File: config.mk
export PLATFORM = sky130hd
export DESIGN_NAME = coreabc_ram_arbiter
export DESIGN_NICKNAME = d
export VERILOG_FILES = /design/src/rtl/coreabc_ram_pkg.sv /design/src/rtl/coreabc_rr_arb2.sv /design/src/rtl/coreabc_ram_arbiter.sv
export SDC_FILE = /design/constraint.sdc
export NUM_CORES = 1
export LEC_CHECK = 0
export ABC_CLOCK_PERIOD_IN_PS = 4600
export CORE_MARGIN = 1.5
export CORE_UTILIZATION = 25
export CTS_CLUSTER_DIAMETER = 60
export CTS_CLUSTER_SIZE = 28
export DETAILED_ROUTE_END_ITERATION = 10
export PLACE_DENSITY_LB_ADDON = 0.12
export SYNTH_ARGS = -nofsm -noshare
export SYNTH_HDL_FRONTEND = slang
export SYNTH_SLANG_ARGS = --single-unit
File: constraint.sdc
create_clock -name RWCLK -period 4.6 [get_ports RWCLK]
set_clock_uncertainty 0.2 [all_clocks]
set_input_delay 0.46 -clock RWCLK [delete_from_list [all_inputs] [get_ports RWCLK]]
set_output_delay 0.46 -clock RWCLK [all_outputs]
set_load 0.01 [all_outputs]
File: src/rtl/coreabc_ram_pkg.sv
// Shared sizing and state encoding for the COREABC RAM access controller.
package coreabc_ram_pkg;

    localparam int ADDR_W = 8;
    localparam int DATA_W = 16;
    localparam int DEPTH  = 256;

    typedef enum logic [1:0] {
        ST_START = 2'd0,
        ST_FILL  = 2'd1,
        ST_ARB   = 2'd2
    } state_t;

endpackage

File: src/rtl/coreabc_rr_arb2.sv
// Two-way round-robin grant logic; the last-grant pointer flop lives in the parent.
module coreabc_rr_arb2 (
    input  logic [1:0] req,
    input  logic       en,
    input  logic       ptr,
    output logic [1:0] gnt,
    output logic       ptr_nxt
);

    // One-hot grant; on a tie the requester that did not win last time goes next.
    always_comb begin
        gnt = 2'b00;
        if (en) begin
            case (req)
                2'b01:   gnt = 2'b01;
                2'b10:   gnt = 2'b10;
                2'b11:   gnt = ptr ? 2'b01 : 2'b10;
                default: gnt = 2'b00;
            endcase
        end
        ptr_nxt = gnt[1] ? 1'b1 : (gnt[0] ? 1'b0 : ptr);
    end

endmodule

File: src/rtl/coreabc_ram_arbiter.sv
// Shares one 256x16 synchronous RAM port pair between two requesters and
// owns a fill engine that writes INIT_VALUE to every word.
module coreabc_ram_arbiter
    import coreabc_ram_pkg::*;
#(
    parameter logic [DATA_W-1:0] INIT_VALUE     = 16'h0000,
    parameter bit                CLEAR_ON_RESET = 1'b1
) (
    input  logic              RWCLK,
    input  logic              RESET,
    input  logic              CLEAR,
    output logic              BUSY,
    input  logic              REQ0,
    input  logic              REQ1,
    input  logic              WE0,
    input  logic              WE1,
    input  logic [ADDR_W-1:0] ADDR0,
    input  logic [ADDR_W-1:0] ADDR1,
    input  logic [DATA_W-1:0] WD0,
    input  logic [DATA_W-1:0] WD1,
    output logic              GNT0,
    output logic              GNT1,
    output logic              RVALID0,
    output logic              RVALID1,
    output logic [DATA_W-1:0] RDATA,
    output logic              RAM_WEN,
    output logic              RAM_REN,
    output logic [ADDR_W-1:0] RAM_WADDR,
    output logic [ADDR_W-1:0] RAM_RADDR,
    output logic [DATA_W-1:0] RAM_WD,
    input  logic [DATA_W-1:0] RAM_RD
);

    localparam logic [ADDR_W-1:0] LAST_ADDR = ADDR_W'(DEPTH - 1);

    state_t            state;
    state_t            state_nxt;
    logic [ADDR_W-1:0] fill_cnt;
    logic              last_ptr;
    logic              ptr_nxt;
    logic              arb_en;
    logic [1:0]        gnt;
    logic              vld0_p1;
    logic              vld1_p1;

    // Grants are only possible in ARB, and a CLEAR pulse pre-empts any request.
    assign arb_en = (state == ST_ARB) && !CLEAR;

    coreabc_rr_arb2 u_rr (
        .req     ({REQ1, REQ0}),
        .en      (arb_en),
        .ptr     (last_ptr),
        .gnt     (gnt),
        .ptr_nxt (ptr_nxt)
    );

    assign GNT0    = gnt[0];
    assign GNT1    = gnt[1];
    assign BUSY    = (state != ST_ARB);
    assign RDATA   = RAM_RD;
    assign RVALID0 = vld0_p1;
    assign RVALID1 = vld1_p1;

    // Next-state selection for the START/FILL/ARB controller.
    always_comb begin
        state_nxt = state;
        case (state)
            ST_START: state_nxt = CLEAR_ON_RESET ? ST_FILL : ST_ARB;
            ST_FILL:  state_nxt = (fill_cnt == LAST_ADDR) ? ST_ARB : ST_FILL;
            ST_ARB:   state_nxt = CLEAR ? ST_FILL : ST_ARB;
            default:  state_nxt = ST_START;
        endcase
    end

    // RAM port steering: fill writes, granted accesses, otherwise idle at zero.
    always_comb begin
        RAM_WEN   = 1'b0;
        RAM_REN   = 1'b0;
        RAM_WADDR = '0;
        RAM_RADDR = '0;
        RAM_WD    = '0;
        if (state == ST_FILL) begin
            RAM_WEN   = 1'b1;
            RAM_WADDR = fill_cnt;
            RAM_WD    = INIT_VALUE;
        end else if (gnt[0]) begin
            if (WE0) begin
                RAM_WEN   = 1'b1;
                RAM_WADDR = ADDR0;
                RAM_WD    = WD0;
            end else begin
                RAM_REN   = 1'b1;
                RAM_RADDR = ADDR0;
            end
        end else if (gnt[1]) begin
            if (WE1) begin
                RAM_WEN   = 1'b1;
                RAM_WADDR = ADDR1;
                RAM_WD    = WD1;
            end else begin
                RAM_REN   = 1'b1;
                RAM_RADDR = ADDR1;
            end
        end
    end

    // Controller state, fill address counter and round-robin pointer.
    always_ff @(posedge RWCLK or negedge RESET) begin
        if (!RESET) begin
            state    <= ST_START;
            fill_cnt <= '0;
            last_ptr <= 1'b1;
        end else begin
            state    <= state_nxt;
            last_ptr <= ptr_nxt;
            if (state == ST_FILL) begin
                fill_cnt <= fill_cnt + 1'b1;
            end
        end
    end

    // ---- read grant -> RVALID stage (RAM returns data one cycle after REN) ----
    always_ff @(posedge RWCLK or negedge RESET) begin
        if (!RESET) begin
            vld0_p1 <= 1'b0;
            vld1_p1 <= 1'b0;
        end else begin
            vld0_p1 <= gnt[0] && !WE0;
            vld1_p1 <= gnt[1] && !WE1;
        end
    end

endmodule

==> flow_summary.yaml <==
detailed_routing:
  dr.pass1.iters: 6
  antenna_left: 0
  vias_per_cell: 5.416
  num_vias: 1316
  wl_per_cell_um: 18.59
  drc: 0
  routed_wl_mm: 4.517
  drtIter0Drc: 23
power_and_ir_drop:
  peakVddDrop_mv: 0.1433
  pwr-share-clk: 0.374
  power_switching_uw: 59.18
  combPwrFrac: 0.212
  p_leak_nw: 0.7988
  seqPwrFrac: 0.414
  p_sw_frac: 0.2142
  p_int_uw: 217.1
  power_density_mw_per_mm2: 135.4
yosys:
  syn-num-nets: 190
  yosysMostFrequentCell: "a22o_1"
  ys.flop_type: "dfrtp_1"
  ys_types: 31
  ys_seq_area_frac: 0.2831
  syn_inst: 118
  avgSynthCellArea_um2: 9.776
  synthTopCellsByCount: "a22o_1, buf_4, dfrtp_1"
  yosys_register_bits: 13
  synthXorXnorAreaFrac: 0.05315
  synth_edf_count: 0
  synth_area_leaders: "dfrtp_1, a22o_1, buf_4, a221o_1, and4_1"
  synth.area.mux_share: 0.009761
  async_flop_share: 1.000
  synth_area_leader_cell: "dfrtp_1"
  synth_warnings: 0
  synth_fa_ha_area_frac: 0.01085
  syn_area_mm2: 0.001154
  synth-simple-area-share: 0.2310
  synth_top_family_by_area: "compound AO/OA/AOI/OAI gates"
  synth_top_area_frac: 0.2603
  synth_compound_area_frac: 0.2679
critical_path:
  critPathLaunch: "CLEAR"
  cp_max_fo: 18
  r2r_start: "state[0]"
  cp.arrival_ps: 2860
  r2r-end: "RVALID1"
  r2r_cells: 2
  crit_path_start_kind: "input port"
  required_ps: 3940
  r2r_setup_slack_ps: 2750
  cp-end-kind: "primary output"
  crit_type: "input port to primary output"
  crit_end: "RAM_WD[5]"
clock_tree:
  path_clk_slew_ps: 60
  cts_tree: "done"
  ctsResizeCount: 0
  insertion_delay_ps: 250
  hold_buffers: 0
  clk_path_buf_depth: 2
  cts_setup_buffers: 0
  cts-root-buf: "clkbuf_8"
  htree_num_levels: 1
  numCtsBuffers: 3
  cts_sinks: 13
sta:
  timing.fmax_mhz: 284.3
  slew_viol_final: 0
  slew_headroom: 0.5794
  hold_viol_final: 0
  fin_crit_sh: 0.7647
  rsz0062_at_grt: "no"
  holdWs_ps: 294.0
  setup_viol: 0
  final.setup.tns_ps: 0
  tightest_slew_ps: 628.2
  fin_crit_ps: 3517
finish:
  drive_gt1_frac: 0.05236
  multiInputGateArea_um2: 660.6
  register_area_um2: 326.6
  syn2layout_area_growth_pct: 76.79
  finalNetCount: 264
  diodes: 0
  fin_util: 0.4652
  nFillCells: 419
global_route:
  use_met3: 0.03989
  first_global_vias: 1320
  grt_pass1_wl_mm: 6.734
  grtUsageMet1: 0.2095
  gr-usage-met2: 0.3032
  globalRouteTotalUtil: 0.1724
  antenna_found_initial: 0
  grt_remaining_overflow: 0
  top_usage_layer: "met2"
  grt_max_degree: 23
run_status:
  status: "finished, final reports clean"
placement:
  dp_hpwl_mm: 3.696
  io_buffers: 93
  gp_congestion: 0.9227
floorplanning:
  core_area_mm2: 0.004384
  std_cell_rows: 24
  die_x_um: 70.93
  boundaryPins: 126
  die_h_um: 70.93
  initial_utilization: 0.2631
  die_area_mm2: 0.005031
min_path:
  hold_path_class: "flop to flop"
job:
  maxCapViolations: 0
-- area by class of cell --
| cell class | instances | share of cell area |
|---|---|---|
| well taps | 52 | 0.03190 |
| clock buffers | 4 | 0.02209 |
| repair buffers | 94 | 0.4601 |
| multi-input cells | 79 | 0.3239 |
| flip-flops and latches | 13 | 0.1601 |
| inverters | 1 | 0.001840 |
-- state kept, by name (all words and copies together), names as in the netlist --
register and flops:
RVALID0 1, state 2, RVALID1 1, last_ptr 1
fill_cnt 8
-- metrics by stage --
stage,power (mW),instance area (um2),std cells,worst slack [ps]
final,0.2762,2039,243,1083
after global routing,0.2881,2039,243,892.1
after CTS,0.2785,2039,243,1076
after detailed placement,0.1748,1994,239,1081
after global placement,0.1750,1994,239,1141
after floorplan,0.1335,1154,118,2482
-- metal layers --
metal | vias up | share of wire
li1 | 598 | -
met1 | 626 | 0.40
met2 | 80 | 0.49
met3 | 12 | 0.092
met4 | 0 | 0.013
met5 | - | 0
-- layout by cell type, fill, tap and decap left out, types with 2 or more instances in the layout --
cell	instances
nand2_1	3
dfrtp_1	12
xnor2_1	6
clkbuf_8	3
nand4_1	4
clkdlybuf4s50_1	93
a221o_1	8
and3_1	7
nand2b_1	2
and4_1	8
a22o_1	24
-- power groups by stage --
stage,registers (mW),logic [mW],clock network [mW]
CTS,0.114,0.0587,0.105
finish,0.114,0.0585,0.103
global placement,0.116,0.0585,0
global route,0.114,0.0620,0.112
detailed placement,0.116,0.0584,0
floorplan,0.116,0.0170,0
-- worst max-delay path, cell delays in order --
cell             delay [ps]
clkdlybuf4s50_1         460
nor3b_2                 500
and3_1                  640
a22o_1                  260
clkdlybuf4s50_1         540
-- worst min-delay path by stage --
stage                  endpoint   startpoint  slack, ps  cells after the start
CTS                    last_ptr     last_ptr        300                      2
global placement       last_ptr     last_ptr        280                      2
detailed placement     last_ptr     last_ptr        290                      2
global route        fill_cnt[7]  fill_cnt[7]        330                      1
finish                 last_ptr     last_ptr        290                      2
floorplan               RVALID0        RESET        -40                      0
-- cells by family (layout without fill, tap and decap cells) --
logic type                 Yosys count  after routing
AOI/OAI and AO/OA                   35             35
xor gates and xnor gates             7              7
adders and majority gates            1              1
buffers and inverters               26             99
DFF                                 13             13
muxes                                1              1
and+or+nand+nor                     35             35
No activity file was read; power rests on OpenSTA's default activity.
